$ cat src/rtl/cgol_if.sv
// Bus between the Game of Life engine and its controller/display driver.
// o_gen_valid is a one-cycle strobe with no ready: the consumer samples o_board in that cycle.
interface cgol_if #(
  parameter int ROWS  = 8,
  parameter int COLS  = 8,
  parameter int CNT_W = 16
);
  logic                       i_load;
  logic [ROWS*COLS-1:0]       i_seed;
  logic                       i_run;
  logic                       i_step;
  logic                       i_wrap;
  logic [ROWS*COLS-1:0]       o_board;
  logic                       o_gen_valid;
  logic [CNT_W-1:0]           o_gen_count;
  logic                       o_busy;
  logic                       o_stable;
  logic                       o_extinct;
  logic [1:0]                 dbg_state;
  logic [$clog2(ROWS)-1:0]    dbg_row;

  modport master (
    output i_load, i_seed, i_run, i_step, i_wrap,
    input  o_board, o_gen_valid, o_gen_count, o_busy, o_stable, o_extinct,
    input  dbg_state, dbg_row
  );

  modport slave (
    input  i_load, i_seed, i_run, i_step, i_wrap,
    output o_board, o_gen_valid, o_gen_count, o_busy, o_stable, o_extinct,
    output dbg_state, dbg_row
  );
endinterface

$ cat src/rtl/cgol_engine.sv
// Conway's Game of Life engine: one row per cycle into a shadow buffer, committed atomically.
// Runs free (one generation per period) or single-steps; i_load overrides everything.
module cgol_engine #(
  parameter int ROWS           = 8,
  parameter int COLS           = 8,
  parameter int GEN_PERIOD     = 12000000,
  parameter int STOP_ON_STABLE = 0,
  parameter int CNT_W          = 16
) (
  input  logic   clk,
  input  logic   rst,
  cgol_if.slave  bus
);
  localparam int N  = ROWS * COLS;
  localparam int RW = $clog2(ROWS);
  localparam int TW = (GEN_PERIOD > 1) ? $clog2(GEN_PERIOD) : 1;

  typedef enum logic [1:0] {IDLE = 2'd0, WAIT = 2'd1, COMPUTE = 2'd2, COMMIT = 2'd3} state_t;

  state_t           state;
  logic [N-1:0]     board;
  logic [N-1:0]     shadow;
  logic [RW-1:0]    row;
  logic [TW-1:0]    timer;
  logic [CNT_W-1:0] gen_count;
  logic             gen_valid;
  logic             stable;
  logic             wrap_q;
  logic             halted;

  logic [COLS-1:0]  next_row;
  logic [3:0]       cnt;
  int               rr;
  int               cc;
  logic             ok;
  logic             same;

  // Next state of the current row, read only from the committed board.
  always_comb begin
    next_row = '0;
    cnt      = '0;
    rr       = 0;
    cc       = 0;
    ok       = 1'b0;
    for (int c = 0; c < COLS; c++) begin
      cnt = '0;
      for (int dr = -1; dr <= 1; dr++) begin
        for (int dc = -1; dc <= 1; dc++) begin
          if (!(dr == 0 && dc == 0)) begin
            ok = 1'b1;
            rr = int'(row) + dr;
            cc = c + dc;
            if (rr < 0) begin
              rr = ROWS - 1;
              ok = wrap_q;
            end else if (rr >= ROWS) begin
              rr = 0;
              ok = wrap_q;
            end
            if (cc < 0) begin
              cc = COLS - 1;
              ok = ok & wrap_q;
            end else if (cc >= COLS) begin
              cc = 0;
              ok = ok & wrap_q;
            end
            if (ok) cnt = cnt + 4'(board[rr*COLS + cc]);
          end
        end
      end
      if (board[int'(row)*COLS + c]) next_row[c] = (cnt == 4'd2) || (cnt == 4'd3);
      else                           next_row[c] = (cnt == 4'd3);
    end
  end

  assign same = (shadow == board);

  // halted keeps a stable-stopped run in IDLE until i_run is released.
  always_ff @(posedge clk or posedge rst) begin
    if (rst) begin
      state     <= IDLE;
      board     <= '0;
      shadow    <= '0;
      row       <= '0;
      timer     <= '0;
      gen_count <= '0;
      gen_valid <= 1'b0;
      stable    <= 1'b0;
      wrap_q    <= 1'b1;
      halted    <= 1'b0;
    end else begin
      gen_valid <= 1'b0;
      if (!bus.i_run) halted <= 1'b0;
      if (bus.i_load) begin
        board     <= bus.i_seed;
        gen_count <= '0;
        stable    <= 1'b0;
        state     <= IDLE;
        row       <= '0;
        gen_valid <= 1'b1;
        halted    <= 1'b0;
      end else begin
        case (state)
          IDLE: begin
            if (bus.i_step) begin
              state  <= COMPUTE;
              wrap_q <= bus.i_wrap;
              row    <= '0;
            end else if (bus.i_run && !halted) begin
              state <= WAIT;
              timer <= TW'(GEN_PERIOD - 1);
            end
          end
          WAIT: begin
            if (!bus.i_run) begin
              state <= IDLE;
            end else if (timer == '0) begin
              state  <= COMPUTE;
              wrap_q <= bus.i_wrap;
              row    <= '0;
            end else begin
              timer <= timer - TW'(1);
            end
          end
          COMPUTE: begin
            shadow[int'(row)*COLS +: COLS] <= next_row;
            if (row == RW'(ROWS - 1)) state <= COMMIT;
            else                      row   <= row + RW'(1);
          end
          COMMIT: begin
            board     <= shadow;
            gen_count <= gen_count + CNT_W'(1);
            stable    <= same;
            gen_valid <= 1'b1;
            row       <= '0;
            if (bus.i_run && !((STOP_ON_STABLE != 0) && same)) begin
              state <= WAIT;
              timer <= TW'(GEN_PERIOD - 1);
            end else begin
              state  <= IDLE;
              halted <= bus.i_run;
            end
          end
          default: state <= IDLE;
        endcase
      end
    end
  end

  assign bus.o_board     = board;
  assign bus.o_gen_valid = gen_valid;
  assign bus.o_gen_count = gen_count;
  assign bus.o_busy      = (state == COMPUTE) || (state == COMMIT);
  assign bus.o_stable    = stable;
  assign bus.o_extinct   = ~|board;
  assign bus.dbg_state   = state;
  assign bus.dbg_row     = row;
endmodule

$ cat src/flat_wrapper.sv
// flat-port wrapper written by rule: the top's interface ports become plain ports
module cgol_engine_flat 
#(
  parameter int ROWS           = 8,
  parameter int COLS           = 8,
  parameter int GEN_PERIOD     = 12000000,
  parameter int STOP_ON_STABLE = 0,
  parameter int CNT_W          = 16
)
  (clk, rst, bus_i_load, bus_i_seed, bus_i_run, bus_i_step, bus_i_wrap, bus_o_board, bus_o_gen_valid, bus_o_gen_count, bus_o_busy, bus_o_stable, bus_o_extinct, bus_dbg_state, bus_dbg_row);
  cgol_if #(.ROWS(ROWS), .COLS(COLS), .CNT_W(CNT_W)) bus_i ();
  input  logic clk;
  input  logic rst;
  input wire logic [$bits(bus_i.i_load)-1:0] bus_i_load;
  input wire logic [$bits(bus_i.i_seed)-1:0] bus_i_seed;
  input wire logic [$bits(bus_i.i_run)-1:0] bus_i_run;
  input wire logic [$bits(bus_i.i_step)-1:0] bus_i_step;
  input wire logic [$bits(bus_i.i_wrap)-1:0] bus_i_wrap;
  output wire logic [$bits(bus_i.o_board)-1:0] bus_o_board;
  output wire logic [$bits(bus_i.o_gen_valid)-1:0] bus_o_gen_valid;
  output wire logic [$bits(bus_i.o_gen_count)-1:0] bus_o_gen_count;
  output wire logic [$bits(bus_i.o_busy)-1:0] bus_o_busy;
  output wire logic [$bits(bus_i.o_stable)-1:0] bus_o_stable;
  output wire logic [$bits(bus_i.o_extinct)-1:0] bus_o_extinct;
  output wire logic [$bits(bus_i.dbg_state)-1:0] bus_dbg_state;
  output wire logic [$bits(bus_i.dbg_row)-1:0] bus_dbg_row;
  assign bus_i.i_load = bus_i_load;
  assign bus_i.i_seed = bus_i_seed;
  assign bus_i.i_run = bus_i_run;
  assign bus_i.i_step = bus_i_step;
  assign bus_i.i_wrap = bus_i_wrap;
  assign bus_o_board = bus_i.o_board;
  assign bus_o_gen_valid = bus_i.o_gen_valid;
  assign bus_o_gen_count = bus_i.o_gen_count;
  assign bus_o_busy = bus_i.o_busy;
  assign bus_o_stable = bus_i.o_stable;
  assign bus_o_extinct = bus_i.o_extinct;
  assign bus_dbg_state = bus_i.dbg_state;
  assign bus_dbg_row = bus_i.dbg_row;
  cgol_engine #(.ROWS(ROWS), .COLS(COLS), .GEN_PERIOD(GEN_PERIOD), .STOP_ON_STABLE(STOP_ON_STABLE), .CNT_W(CNT_W)) u_core (.clk(clk), .rst(rst), .bus(bus_i));
endmodule
$ cat config.mk
export PLATFORM = sky130hd
export DESIGN_NAME = cgol_engine_flat
export DESIGN_NICKNAME = d
export VERILOG_FILES = /design/src/rtl/cgol_if.sv /design/src/rtl/cgol_engine.sv /design/src/flat_wrapper.sv
export SDC_FILE = /design/constraint.sdc
export NUM_CORES = 1
export LEC_CHECK = 0
export CAP_MARGIN = 30
export CELL_PAD_IN_SITES_DETAIL_PLACEMENT = 1
export CELL_PAD_IN_SITES_GLOBAL_PLACEMENT = 2
export CORE_UTILIZATION = 33
export CTS_CLUSTER_SIZE = 28
export DETAILED_ROUTE_END_ITERATION = 12
export PLACE_DENSITY_LB_ADDON = 0.1
export SETUP_SLACK_MARGIN = 0.02
export SYNTH_ARGS = -nofsm -noshare
export SYNTH_HDL_FRONTEND = slang
export SYNTH_SLANG_ARGS = --single-unit
$ cat constraint.sdc
create_clock -name clk -period 6.3 [get_ports clk]
set_input_delay 0.63 -clock clk [delete_from_list [all_inputs] [get_ports clk]]
set_output_delay 0.63 -clock clk [all_outputs]
set_load 0.005 [all_outputs]
==> results of run 1 <==
==> worst paths after layout <==
| path | startpoint | slack [ns] | end |
|---|---|---|---|
| setup / recovery | u_core.bus.dbg_row[1] | 0.23 | u_core.shadow[56] |
| hold / removal | bus_i_load | 0.47 | u_core.bus.dbg_state[0] |
| setup reg to reg | u_core.bus.dbg_row[1] | 0.23 | u_core.shadow[56] |
| hold reg to reg | u_core.timer[0] | 0.52 | u_core.timer[0] |
| max in group asynchronous | rst | 4.41 | u_core.timer[15] |
| min in group asynchronous | rst | 0.65 | u_core.bus.o_board[58] |
==> per-stage QoR <==
| step | utilization (%) | total power [W] | hold WS, ns |
|---|---|---|---|
| 2_1_floorplan | - | 0.00315 | 0.450 |
| 3_3_place_gp | 40.4 | 0.00446 | 0.470 |
| 3_5_place_dp | 40.4 | 0.00453 | 0.484 |
| 4_1_cts | 42.1 | 0.00572 | 0.435 |
| 5_1_grt | 43.3 | 0.00643 | 0.452 |
| 6_report | 43.3 | 0.00603 | 0.471 |
==> cell type report <==
type | instances | area (um2) | share of cell area, %
Inverter | 33 | 129 | 0.704
Tap cell | 539 | 674 | 3.69
Clock inverter | 13 | 143 | 0.779
Sequential cell | 177 | 4430 | 24.2
Timing Repair Buffer | 270 | 2500 | 13.7
Multi-Input combinational cell | 1282 | 9980 | 54.6
Clock buffer | 19 | 433 | 2.37
==> cell usage in the layout (no fill, tap or decap), types with 22 or more instances in the layout <==
cell,count
sky130_fd_sc_hd__nand2_1,249
sky130_fd_sc_hd__clkdlybuf4s50_1,157
sky130_fd_sc_hd__mux4_2,26
sky130_fd_sc_hd__nand3_1,49
sky130_fd_sc_hd__ha_1,77
sky130_fd_sc_hd__and2_1,41
sky130_fd_sc_hd__xor2_1,67
sky130_fd_sc_hd__mux2i_1,100
sky130_fd_sc_hd__ha_4,30
sky130_fd_sc_hd__nor2_1,81
sky130_fd_sc_hd__dfrtp_1,174
sky130_fd_sc_hd__inv_1,28
sky130_fd_sc_hd__o21ai_0,83
sky130_fd_sc_hd__mux2_2,22
sky130_fd_sc_hd__nor4_1,29
sky130_fd_sc_hd__o21ai_1,22
sky130_fd_sc_hd__nand4_1,24
sky130_fd_sc_hd__xnor2_1,70
sky130_fd_sc_hd__a21oi_1,24
sky130_fd_sc_hd__a32o_1,36
sky130_fd_sc_hd__buf_4,100
==> power breakdown <==
| part | switching (W) | internal [W] | leakage, nW | total, W |
|---|---|---|---|---|
| clock | 0.000553 | 0.000559 | 0.283 | 0.00111 |
| combinational | 0.00210 | 0.00151 | 5.27 | 0.00361 |
| sequential | 0.000109 | 0.00121 | 2.26 | 0.00132 |
==> logic make-up (layout without fill, tap and decap cells) <==
family	Yosys count	in the layout
and+or+nand+nor	582	582
AOI/OAI and AO/OA	283	283
DFF	177	177
muxes	156	156
xor gates and xnor gates	149	149
adders and majority gates	112	112
buffers and inverters	103	335
==> repair_timing <==
| action | in CTS | in global routing |
|---|---|---|
| gates resized for setup | 18 | 66 |
| buffers inserted | 2 | 7 |
| endpoints found under the setup margin | 43 | 64 |
| endpoints found under the hold margin | 0 | 0 |
| gates cloned | 0 | 0 |
| hold buffers | 0 | 0 |
| pin swaps | 3 | 26 |
==> per-layer routing <==
layer  part of all wire, %  routed length (um)  global-route usage [%]  vias up
li1                      -                   -                       -     6133
met5                     0                   0                       0        -
met4                   5.4                3410                    15.1        0
met1                    44               27900                    38.8     6876
met2                    45               28500                    45.3      510
met3                   5.7                3620                    5.52      142
==> sequential cells by signal, summed over array words and instances, names as in the netlist <==
name                    flops
u_core.timer               24
u_core.bus.o_board         64
u_core.bus.o_gen_count     16
u_core.shadow              64
u_core.halted               1
u_core.bus.dbg_row          3
u_core.bus.o_stable         1
u_core.bus.o_gen_valid      1
u_core.bus.dbg_state        2
u_core.wrap_q               1
==> results.txt, run 1 <==
* First-pass GRT wire length: 93500 um
- Fraction of synthesized area in multiplexers: 13.5%
- CTS saw 177 sinks.
* Number of cells in the design after placement: 2292
- Depth of the CTS H-tree: 4
* Count of nets after finishing: 1963
- Category of cells accounting for the largest share of critical-path delay: adder cells
- The floorplan step defined a die boundary enclosing 44000 um2.
- During synthesis, Yosys emitted a total of 0 warnings.
- Final routed DRC violation total: 0
* Final count of pins violating max slew: 0
* Fin worst setup slack: 0.234 ns
* Initial antenna violation count: 0
- For this configuration, the core starts out at a cell density of 33.8%.
* Row cnt: 75
- CTS clock-pin slew for the worst setup and hold paths: 0.08 ns
* Total via count in the routed design: 13700
- Sequential cells were found to cover 31.1% of the synthesized design area.
- Routed Wire Length: 63400 um
- For the pin with the worst max-slew slack, the measured transition is 1.02 ns.
* Fraction of synthesized cell area taken by the top area cell type: 30.9%
- Final count of hold timing violations: 0
- Count of buffers inserted at the top-level ports: 158
- Vert. Die Dim: 210 um
- Power spread over the standard cell area amounts to 330 nW/um2.
- Wire length per cell: 27.2 um
- The count of cells in the finished layout, fillers not included, comes to 2333.
- The critical path in this run is classified as reg -> reg.
- Of all flip-flops after synthesis, the portion carrying an async set or reset was 100%.
- Yosys attributes the largest share of cell area to sky130_fd_sc_hd__dfrtp_1 (31%), sky130_fd_sc_hd__ha_1 (9.8%), sky130_fd_sc_hd__mux2i_1 (7.1%).
- On the critical path, the stage with the largest delay is an instance of sky130_fd_sc_hd__mux4_2.
- Count of flip-flops with a built-in enable after synthesis: 0
* Clock tree from TritonCTS: yes
* Startpoint Class: flop
* Total I/O pin count: 159
- Max Freq: 0.165 GHz
- Counting flops and latches in the post-synthesis netlist gives 177.
- Leakage power: 7.81 nW
- Yosys instantiated no cell more often than sky130_fd_sc_hd__nand2_1.
* Fill cell instance count of the final layout: 4803
- Entering global routing, the biggest net connects 80 pins.
- The clock passes through at most 2 buffers.
* Detailed-router iteration count before antenna repair: 5
- Post-synth top cells: sky130_fd_sc_hd__nand2_1 (252), sky130_fd_sc_hd__dfrtp_1 (176), sky130_fd_sc_hd__ha_1 (112), sky130_fd_sc_hd__mux2i_1 (101), sky130_fd_sc_hd__o21ai_0 (84)
* CP Capture Type: flop
- Detailed placement ended at an HPWL of 48800 um.
* Maximum net fanout on the critical path: 6
* Number of standard cells after synthesis: 1562
- Sum of negative setup slack: 0 ns
- Most used flip-flop cell after synthesis: sky130_fd_sc_hd__dfrtp_1
* Result of the run: finished clean
- Class of the worst hold path: in -> reg
- Number of DRC markers in iteration 0: 1094
- Buffers inserted during clock tree synthesis total 17.
- The number of global-route vias before repair was 14000.
- Cell Area, Synth: 14300 um2
- The critical path runs through a total of 26 cells.
- Prior to clock tree synthesis, the placed netlist has a worst setup slack of -0.323 ns.
* Worst-skew pair later-pin latency: 0.50 ns
* Largest family of logic cells by synthesized area: simple AND/OR/NAND/NOR gates
- Post-synthesis simple-gate area fraction: 19.7%
- Post-Route Skew: 0.0122 ns
- In this design, the stage delay of the slowest critical-path cell is 0.51 ns.
- The worst-case IR drop observed on VDD is 174 uV.
* Number of maximum-capacitance constraint violations: 0
- The post-route netlist has 15.9% of its cells at a drive strength greater than 1.
* Area share of xor/xnor cells in the synthesized design: 9.56%
- Width of the chip: 210 um
- Number of diodes added for antenna fixing: 0
- The clock period could shrink to 6.07 ns.
- Using the TritonRoute via totals, the vias-per-cell ratio works out to 5.86.
- The total area inside the core boundary comes to 42200 um2.
- Final Instance Area: 18300 um2
* Critical path data required time: 6.73 ns
- Total nets after synthesis: 1744
- Area growth from synthesis to final layout: 28.4%
- Overall global routing resource usage: 29.3%
- Post-synthesis area per instance: 9.13 um2
- At the end of routability-driven placement, the weighted congestion stood at 1.01.
* Dpl cell area: 17100 um2
* Crit-path most repeated cell: sky130_fd_sc_hd__ha_4
- Max-slew headroom: 32.1%
- Largest area contributor in the synthesized netlist: sky130_fd_sc_hd__dfrtp_1
- Arithmetic-cell share of the synthesized area counting full adders, half adders and majority gates: 9.83%
- The worst hold path passes through 2 cells.
- The critical path contains buffers and inverters numbering 2 combined.
- Worst EP arrival: 6.50 ns
* Final global-route overflow total: 0
* DRT antenna net count: 0
- The worst path uses 96.3% of the clock period.
- Measured in cells, the most critical reg-to-reg path has a length of 26.
* Number of failing setup endpoints in the final timing report: 0
* Clock tree root buffer cell: sky130_fd_sc_hd__clkbuf_16
- Number of distinct library cell variants in the gate-level netlist after synthesis: 81
- The synthesized netlist devotes 13.4% of its cell area to compound gates.
Power figures use the tool's default switching activity.
==> inputs of run 2 (changes only) <==
--- a/config.mk
+++ b/config.mk
@@ -8,9 +8,10 @@
 export CAP_MARGIN = 30
 export CELL_PAD_IN_SITES_DETAIL_PLACEMENT = 1
 export CELL_PAD_IN_SITES_GLOBAL_PLACEMENT = 2
-export CORE_UTILIZATION = 33
+export CORE_UTILIZATION = 37
 export CTS_CLUSTER_SIZE = 28
 export DETAILED_ROUTE_END_ITERATION = 12
+export DONT_BUFFER_PORTS = 1
 export PLACE_DENSITY_LB_ADDON = 0.1
 export SETUP_SLACK_MARGIN = 0.02
 export SYNTH_ARGS = -nofsm -noshare
==> run 2 against run 1 <==
  * Sequential share of layout area is 2.4 points higher
  * First-iteration DRC count is 14% lower
  * Design area is 8.8% lower
==> results.txt, run 2 (same netlist as run 1, synthesis figures left out) <==
- Avg Vias per Cell: 6.03
- Buffers inserted during clock tree synthesis total 17.
- Depth of the CTS H-tree: 4
* Area taken by multi-input logic gates: 9920 um2
- Starting utilization of the core area: 37.8%
- Final Non-Filler Cells: 2144
* Worst path bufs/invs: 2
- After layout, the worst path uses 96.3% of the clock period.
* Maximum net fanout on the critical path: 8
- In this run the worst setup path begins at u_core.bus.dbg_row[1].
- Capturing point of the worst reg2reg path: u_core.shadow[56]
* Total via count in the routed design: 12900
- Grouping stages by cell kind, the critical path spends the most delay in adder cells.
* Initial antenna violation count: 1
- The slowest stage of the critical path belongs to the cell sky130_fd_sc_hd__mux4_2.
- The total overflow left after global routing is 0.
* Worst-skew pair later-pin latency: 0.47 ns
- Count of nets after finishing: 1802
- The first detailed-routing pass ran for 6 iterations.
- Startpoint Class: flop
- The clock net in this run drives a total of 177 sinks.
- At the placement stage, the worst setup path has a slack of -0.162 ns.
- The first global-routing pass estimated 88800 um of wire.
- After clock tree synthesis, the clock-pin slew on the worst setup and hold paths is 0.08 ns.
* Class of the worst hold path: in -> async
- The run finished with clean final reports.
* Final count of hold timing violations: 0
- Fin worst setup slack: 0.235 ns
- VDD IR-drop max: 252 uV
- Pwr/cell area: 350 nW/um2
* Leakage power: 7.26 nW
* Clock tree from TritonCTS: yes
- Most frequent cells in the layout: sky130_fd_sc_hd__nand2_1 (250), sky130_fd_sc_hd__dfrtp_1 (174), sky130_fd_sc_hd__mux2i_1 (100)
- Final weighted congestion in routability-driven placement: 1.02
- Leaving out fill and tap cells, the most frequent cell in the layout is sky130_fd_sc_hd__nand2_1.
* CP peak stage delay: 0.50 ns
- Fill cell instance count of the final layout: 4310
* Final min period: 6.06 ns
* Worst-case reg-to-reg path depth: 25
- Std-Cell Core Area: 37800 um2
* Actual transition at the worst max-transition pin: 0.874 ns
- The number of global-route vias before repair is 13500.
- Area growth from synthesis to final layout: 17.0%
* Count of buffers inserted at the top-level ports: 0
- Total I/O pin count: 159
- Row cnt: 71
* Met2 track utilization from global routing: 49.7%
- After clock tree synthesis, the flow added hold-fix buffers numbering 0.
* Number of diodes added for antenna fixing: 0
* Final count of pins violating max slew: 0
- Wire length per cell: 27.8 um
- Number of maximum-capacitance constraint violations: 0
* Met1 usage: 39.9%
* Overall global routing resource usage: 31.2%
- For met3 alone, demand over resource in global routing was 6.52%.
* Post-Route Skew: 0.0162 ns
* Worst EP arrival: 6.41 ns
* Maximum number of pins on one net before global-route repair: 152
- The worst setup path is captured at a flop.
- The critical path crosses 25 cells after its start point.
* Share of cells above drive strength 1: 17.0%
* Maximum count of clock buffers along a single path: 2
- Critical path data required time: 6.65 ns
- Number of DRC markers in iteration 0: 941
- Timing would allow up to 0.165 GHz.
- The die is 198 um wide.
* DP HPWL: 46000 um
- By instance count, the cell type seen most on the critical path is sky130_fd_sc_hd__ha_1.
- The detail route stage leaves a number of antenna-violating nets equal to 0.
- Reg-to-reg setup timing slack: 0.24 ns
- The floorplan step defined a die boundary enclosing 39300 um2.
* Startpoint-to-endpoint class of the critical path: reg -> reg
- Number of cells in the design after placement: 2098
- Sequential cell area in the final layout: 4430 um2
* Routed Wire Length: 59600 um
- From bottom edge to top edge, the die measures 198 um.
- The worst pin sits at a relative slew slack of 41.7%.
- The startpoint identified for the worst register-to-register timing path is u_core.bus.dbg_row[1].
- The tree is rooted in a sky130_fd_sc_hd__clkbuf_16.
- The global routing stage identified its most utilized layer as met2.
- Final routed DRC violation total: 0
- Setup violations remaining at the end of the flow were counted as 0.
==> run 2: cell type report <==
type	count	area share [%]
clock buffers	19	2.66
well taps	511	3.83
multi-input cells	1282	59.5
flip-flops and latches	177	26.6
clock inverters	13	1.07
repair buffers	109	5.59
inverters	33	0.788
==> run 2: worst max path at each step <==
| stage | to | slack (ns) |
|---|---|---|
| 6_report | u_core.shadow[56] | 0.24 |
| 5_1_grt | u_core.shadow[40] | -0.01 |
| 4_1_cts | u_core.shadow[47] | 0.02 |
| 3_5_place_dp | u_core.shadow[56] | -0.16 |
| 3_3_place_gp | u_core.shadow[40] | 0.01 |
| 2_1_floorplan | u_core.shadow[7] | 0.03 |
==> run 2: metal layers <==
metal	up-vias	routed length (um)
li1	5806	-
met5	-	0
met1	6561	25200
met3	127	3930
met2	440	27400
met4	0	3020
==> run 2: timing repair <==
action                                  4_1_cts  5_1_grt
cloned                                        0        1
buffers inserted                              1       12
gates resized for setup                      13       66
endpoints found under the setup margin       34       64
pin swaps                                     2       23
==> run 2: metrics by stage <==
step                      utilization (%)  TNS [ns]  hold slack [ns]  instance area, um2  power (W)
final                                44.2         0            0.179               16700    0.00583
after global routing                 44.2   -0.0287            0.246               16700    0.00621
after CTS                            42.8         0            0.230               16100    0.00557
after detailed placement             40.9     -1.65            0.483               15400    0.00436
after global placement               40.8         0            0.469               15400    0.00430
after floorplan                         -         0            0.450               14300    0.00315
==> run 2: worst reg2reg max path, cell delays in order (launching register included) <==
cell	delay, ns
sky130_fd_sc_hd__dfrtp_2	0.37
sky130_fd_sc_hd__inv_1	0.08
sky130_fd_sc_hd__ha_4	0.18
sky130_fd_sc_hd__ha_4	0.17
sky130_fd_sc_hd__nor2_4	0.22
sky130_fd_sc_hd__buf_12	0.16
sky130_fd_sc_hd__mux4_2	0.50
sky130_fd_sc_hd__mux2_4	0.31
sky130_fd_sc_hd__ha_1	0.29
sky130_fd_sc_hd__and2_1	0.14
sky130_fd_sc_hd__ha_1	0.25
sky130_fd_sc_hd__and2_1	0.15
sky130_fd_sc_hd__ha_1	0.28
sky130_fd_sc_hd__mux2_4	0.28
sky130_fd_sc_hd__ha_4	0.23
sky130_fd_sc_hd__ha_1	0.21
sky130_fd_sc_hd__ha_1	0.28
sky130_fd_sc_hd__mux2_2	0.30
sky130_fd_sc_hd__ha_1	0.34
sky130_fd_sc_hd__nand2_1	0.07
sky130_fd_sc_hd__nand2_1	0.06
sky130_fd_sc_hd__ha_1	0.28
sky130_fd_sc_hd__o211ai_1	0.11
sky130_fd_sc_hd__o22ai_1	0.13
sky130_fd_sc_hd__a21o_2	0.30
sky130_fd_sc_hd__a32o_1	0.28
==> run 2: power breakdown <==
part / switching (W) / internal [W]
logic: 0.00199 / 0.00135
clock network: 0.000522 / 0.000644
registers: 0.000118 / 0.00121
total: 0.00263 / 0.00320
==> inputs of run 3 (changes only) <==
--- a/config.mk
+++ b/config.mk
@@ -9,7 +9,7 @@
 export CELL_PAD_IN_SITES_DETAIL_PLACEMENT = 1
 export CELL_PAD_IN_SITES_GLOBAL_PLACEMENT = 2
 export CORE_UTILIZATION = 37
-export CTS_CLUSTER_SIZE = 28
+export CTS_CLUSTER_SIZE = 8
 export DETAILED_ROUTE_END_ITERATION = 12
 export DONT_BUFFER_PORTS = 1
 export PLACE_DENSITY_LB_ADDON = 0.1
==> results of run 3 <==
Final layout, timing and power as in run 2 (identical DEF).
==> variant 1: new RTL, config.mk and constraints of run 2 <==
`GEN_PERIOD` is set to 12000000 in 2 places; all go to 3000000.
--- a/src/rtl/cgol_engine.sv
+++ b/src/rtl/cgol_engine.sv
@@ -3,7 +3,7 @@
 module cgol_engine #(
   parameter int ROWS           = 8,
   parameter int COLS           = 8,
-  parameter int GEN_PERIOD     = 12000000,
+  parameter int GEN_PERIOD     = 3000000,
   parameter int STOP_ON_STABLE = 0,
   parameter int CNT_W          = 16
 ) (
--- a/src/flat_wrapper.sv
+++ b/src/flat_wrapper.sv
@@ -3,7 +3,7 @@
 #(
   parameter int ROWS           = 8,
   parameter int COLS           = 8,
-  parameter int GEN_PERIOD     = 12000000,
+  parameter int GEN_PERIOD     = 3000000,
   parameter int STOP_ON_STABLE = 0,
   parameter int CNT_W          = 16
 )
Check against the original RTL: not settled (the Yosys comparison gave no result); the edit may change what the design does.
==> variant 1 against run 2 <==
Total power decreased by 7.9%. Combinational power fell by 13%. Routed wire length fell by 3.7%. Clock power is essentially flat. Synthesized area decreased by 1.3%. Setup slack worse by 0.043 ns. Critical path depth grew 3. Sequential share of layout area down 0.34 points. Via count decreased by 1.2%. Critical endpoint is now u_core.shadow[2]$_DFFE_PP0P_. Final area grew 0.11%. Sequential cell count is 2 lower.
==> variant 1: results (changes against run 2) <==
- Run status: finished, final reports clean (unchanged)
- Clock transition at path regs: 0.07 ns
- Top cells by area, synth: dfrtp_1 (31%), ha_1 (10%), nand2_1 (7.7%) (was dfrtp_1 (31%), ha_1 (9.8%), mux2i_1 (7.1%))
- Worst stage delay on the critical path: 0.50 ns (about the same)
- Clock tree root driver cell: clkbuf_16 (unchanged)
- Crit path max-delay cell type: mux4_2 (unchanged)
- Post-Syn Nets: 1,723 (was 1,744)
- Total track usage: 0.297 (was 0.312)
- Fraction of layout cells with a size suffix above 1: 0.185 (was 0.170)
- First-pass GRT wire length: 84.8 mm (was 88.8 mm)
- Flop2flop setup slack: 0.19 ns (was 0.24 ns)
- Sequential share of the synthesized area: 0.312 (was 0.311)
- WL per Instance: 26.8 um (was 27.8 um)
- First drt pass iteration count: 6 (unchanged)
- PnR worst setup slack: 0.192 ns (was 0.235 ns)
- WP data arrival: 6.41 ns (about the same)
- Gpl congestion: 0.958 (was 1.02)
- Initial antenna violation count: 2 (was 1)
- Worst path top cell family by delay: adder cells (unchanged)
- DR iter-0 viols: 896 (was 941)
- Crit path from: u_core.bus.dbg_row[0]$_DFFE_PP0P_ (was u_core.bus.dbg_row[1]$_DFFE_PP0P_)
- Min-Delay Path Class: in2async (unchanged)
- IO Port Bufs: 0 (unchanged)
- CTS H-tree depth: 4 (unchanged)
- Leakage Power: 7.38 nW (was 7.26 nW)
- Post-route clock skew: 0.0148 ns (was 0.0162 ns)
- HPWL Detailed: 43.8 mm (was 46.0 mm)
- Vias in the first global route: 12,900 (was 13,500)
- YS warnings: 0 (unchanged)
- Clock Latency Late Sink: 0.46 ns
- Yosys cell types: 77 (was 81)
- Crit path max fanout: 8 (unchanged)
- Crit path kind: reg2reg (unchanged)
- RR Endpoint: u_core.shadow[2]$_DFFE_PP0P_ (was u_core.shadow[56]$_DFFE_PP0P_)
- Largest net degree at the start of global routing: 155 (was 152)
- CTS Buf Count: 17 (unchanged)
- Clk buf depth: 2 (unchanged)
- Via density: 5.97 (was 6.03)
- VDD IR max: 178 uV (was 252 uV)
- Pre-CTS WS: -0.0799 ns (was -0.162 ns)
- Top cells by count, synth: nand2_1 (289), dfrtp_1 (174), ha_1 (112) (was nand2_1 (252), dfrtp_1 (176), ha_1 (112))
- Final nets: 1,797 (was 1,802)
- Register-to-Register Path Depth: 28 (was 25)
- Slew @ Worst Pin: 1.01 ns (was 0.874 ns)
- Ys async rst share: 1.00 (unchanged)
variant 1: cell count changes after synthesis, moves of 10 or more:
cell / change
xnor2_1: +12
a22o_1: +20
inv_1: -10
mux2i_1: -26
nor3_1: +12
a32o_1: -29
nor2_1: -14
mux4_2: +13
nand2_1: +37
o22ai_1: -10
a21oi_1: +11
o21ai_0: +10
variant 1: logic make-up after synthesis:
kind of cell               count (synthesis)  share of synthesized area
buffers and inverters                     93                     0.0262
adders and majority gates                112                     0.0997
muxes                                    142                      0.139
and+or+nand+nor                          588                      0.196
AOI/OAI and AO/OA                        276                      0.126
DFF                                      175                      0.312
xor gates and xnor gates                 155                      0.102
variant 1: power by group:
| group | internal [mW] | switching (mW) |
|---|---|---|
| sequential | 1.19 | 0.103 |
| clock | 0.641 | 0.528 |
| combinational | 1.25 | 1.65 |
| total | 3.08 | 2.28 |
variant 1: worst min-delay path by stage:
stage                                      startpoint                            to
final                                             rst  u_core.timer[10]$_DFFE_PP0P_
after global routing                              rst   u_core.timer[8]$_DFFE_PP0P_
after CTS                                         rst   u_core.timer[8]$_DFFE_PP0P_
after detailed placement  u_core.timer[0]$_DFFE_PP0P_   u_core.timer[0]$_DFFE_PP0P_
after global placement    u_core.timer[0]$_DFFE_PP0P_   u_core.timer[0]$_DFFE_PP0P_
after floorplan           u_core.timer[0]$_DFFE_PP0P_   u_core.timer[0]$_DFFE_PP0P_
variant 1: area by class of cell:
cell class | instances | area (um2)
tap | 511 | 639
clock buffer | 18 | 429
inverter | 24 | 100
sequential | 175 | 4380
timing repair buffer | 124 | 1090
fill | 4338 | 20800
clock inverter | 14 | 198
antenna | 2 | 5.00
multi-input combinational | 1273 | 9850
variant 1: layer usage:
layer  share of wire  track usage  vias up
li1                -            -     5715
met1            0.42        0.391     6471
met2            0.46        0.469      465
met3           0.066       0.0553      127
met4           0.049        0.149        0
met5               0            0        -
variant 1: through the flow:
step | hold slack, ns | instance area (um2) | power, mW | std cells | utilization
5_1_grt | 0.0925 | 16700 | 5.66 | 2139 | 0.445
3_5_place_dp | 0.499 | 15500 | 3.93 | 2093 | 0.413
2_1_floorplan | 0.469 | 14200 | 2.82 | 1541 | -
6_report | 0.0603 | 16700 | 5.37 | 2141 | 0.445
4_1_cts | 0.0705 | 16100 | 5.13 | 2125 | 0.430
3_3_place_gp | 0.486 | 15500 | 3.89 | 2093 | 0.413
variant 1: what timing repair did:
action / CTS / global route
gates cloned: 0 / 1
gates resized for setup: 3 / 59
hold buffers: 0 / 0
endpoints found under the setup margin: 27 / 64
buffers inserted: 0 / 12
pin swaps: 0 / 16
==> variant 2: new RTL, config.mk and constraints of run 2 <==
Made on the original files. Make the reset (`rst`) synchronous in one clocked block.
--- a/src/rtl/cgol_engine.sv
+++ b/src/rtl/cgol_engine.sv
@@ -76,7 +76,7 @@
   assign same = (shadow == board);
 
   // halted keeps a stable-stopped run in IDLE until i_run is released.
-  always_ff @(posedge clk or posedge rst) begin
+  always_ff @(posedge clk) begin
     if (rst) begin
       state     <= IDLE;
       board     <= '0;
Check against the original RTL: not settled (the Yosys comparison gave no result); the edit may change what the design does.
==> variant 2 against run 2 <==
The run now ends with DRC left. Sequential cell count is the same. Setup slack lost 0.11 ns. Critical path depth grew 2. Routed wire length grew 1.5%. First-iteration DRC count grew 8.3%. Die area shrank 4.9%. Synthesized area shrank 4.9%. Final area is essentially flat. Core utilization grew 2.3 points. Sequential share of layout area shrank 5.3 points. Highest routed layer unchanged.
Power is not compared: it rests on default switching activity, and its combinational part moved more than twofold at a synthesized area within 25%.
==> variant 2: results (changes against run 2) <==
- Yosys cell types: 78 (was 81)
- Routed wire length: 60.5 mm (was 59.6 mm)
- Total track usage: 0.313 (was 0.312)
- Hold_ws: 0.258 ns (was 0.179 ns)
- Pre-CTS WS: -0.122 ns (was -0.162 ns)
- Failing checks: DRC
- Clock Latency Late Sink: 0.45 ns (was 0.47 ns)
- DRC viols: 4 (was 0)
- Fraction of layout cells with a size suffix above 1: 0.221 (was 0.170)
- Dominant synthesized flop cell: dfxtp_1 (was dfrtp_1)
- HPWL Detailed: 45.6 mm (was 46.0 mm)
- Synth Area in Adders: 0.103 (was 0.0983)
- First-pass GRT wire length: 87.9 mm (was 88.8 mm)
- Top cells by count, synth: nand2_1 (309), a21oi_1 (186), dfxtp_1 (177) (was nand2_1 (252), dfrtp_1 (176), ha_1 (112))
- Largest net degree at the start of global routing: 136 (was 152)
- Crit path from: u_core.bus.dbg_row[0]$_SDFFE_PP0P_ (was u_core.bus.dbg_row[1]$_DFFE_PP0P_)
- Via density: 6.08 (was 6.03)
- Post-route clock skew: 0.0156 ns (was 0.0162 ns)
- Post-Syn Nets: 1,874 (was 1,744)
- Post-Synth XOR/XNOR Area: 0.0969 (was 0.0956)
- Run status: finished with violations (was finished, final reports clean)
- Initial antenna violation count: 2 (was 1)
- Worst slew margin: 0.363 (was 0.417)
- Min-Delay Path Class: in2reg (was in2async)
- Mux share of post-synthesis cell area: 0.100 (was 0.135)
- Gpl congestion: 0.970 (was 1.02)
- DR iter-0 viols: 1,019 (was 941)
- Sequential share of the synthesized area: 0.262 (was 0.311)
[variant 2: through the flow]
stage                     setup TNS (ns)  cell area (um2)  cells
final                                  0            16700   2241
after detailed placement           -1.51            14800   2175
after CTS                       -0.00343            15600   2212
after global routing              -0.113            16700   2239
after global placement           -0.0371            14800   2175
after floorplan                        0            13700   1692
[variant 2: power by group through the flow]
| stage | logic (mW) | registers, mW | clock network, mW |
|---|---|---|---|
| 6_report | 1.12 | 1.20 | 1.13 |
| 5_1_grt | 1.22 | 1.20 | 1.18 |
| 3_3_place_gp | 0.872 | 1.22 | 0 |
| 3_5_place_dp | 0.892 | 1.22 | 0 |
| 4_1_cts | 0.925 | 1.19 | 1.14 |
| 2_1_floorplan | 0.555 | 1.23 | 0 |
[variant 2: metal layers]
| metal | GRT usage | wire length [um] |
|---|---|---|
| met1 | 0.406 | 25500 |
| met2 | 0.510 | 28100 |
| met3 | 0.0584 | 4360 |
| met4 | 0.128 | 2470 |
| met5 | 0 | 0 |
[variant 2: timing repair]
action,in CTS,in global routing
pin swaps,0,61
gates resized for setup,22,144
buffers inserted,6,25
cloned,0,1
setup endpoints to repair,49,64
[variant 2: kinds of logic (layout without fill, tap and decap cells)]
group	after synthesis	after routing
AND/OR/NAND/NOR	698	698
AO/OA/AOI/OAI	355	355
flip-flops	177	177
XOR/XNOR	145	145
buffers and inverters	122	208
adder cells (fa/ha/maj)	112	112
multiplexers	83	83
other	0	2
[variant 2: layout make-up]
cell class | instances | area share
repair buffers | 142 | 0.0697
inverters | 35 | 0.00818
clock buffers | 20 | 0.0268
well taps | 461 | 0.0346
multi-input cells | 1393 | 0.638
clock inverters | 11 | 0.00938
diodes | 2 | 0.000300
flip-flops and latches | 177 | 0.213
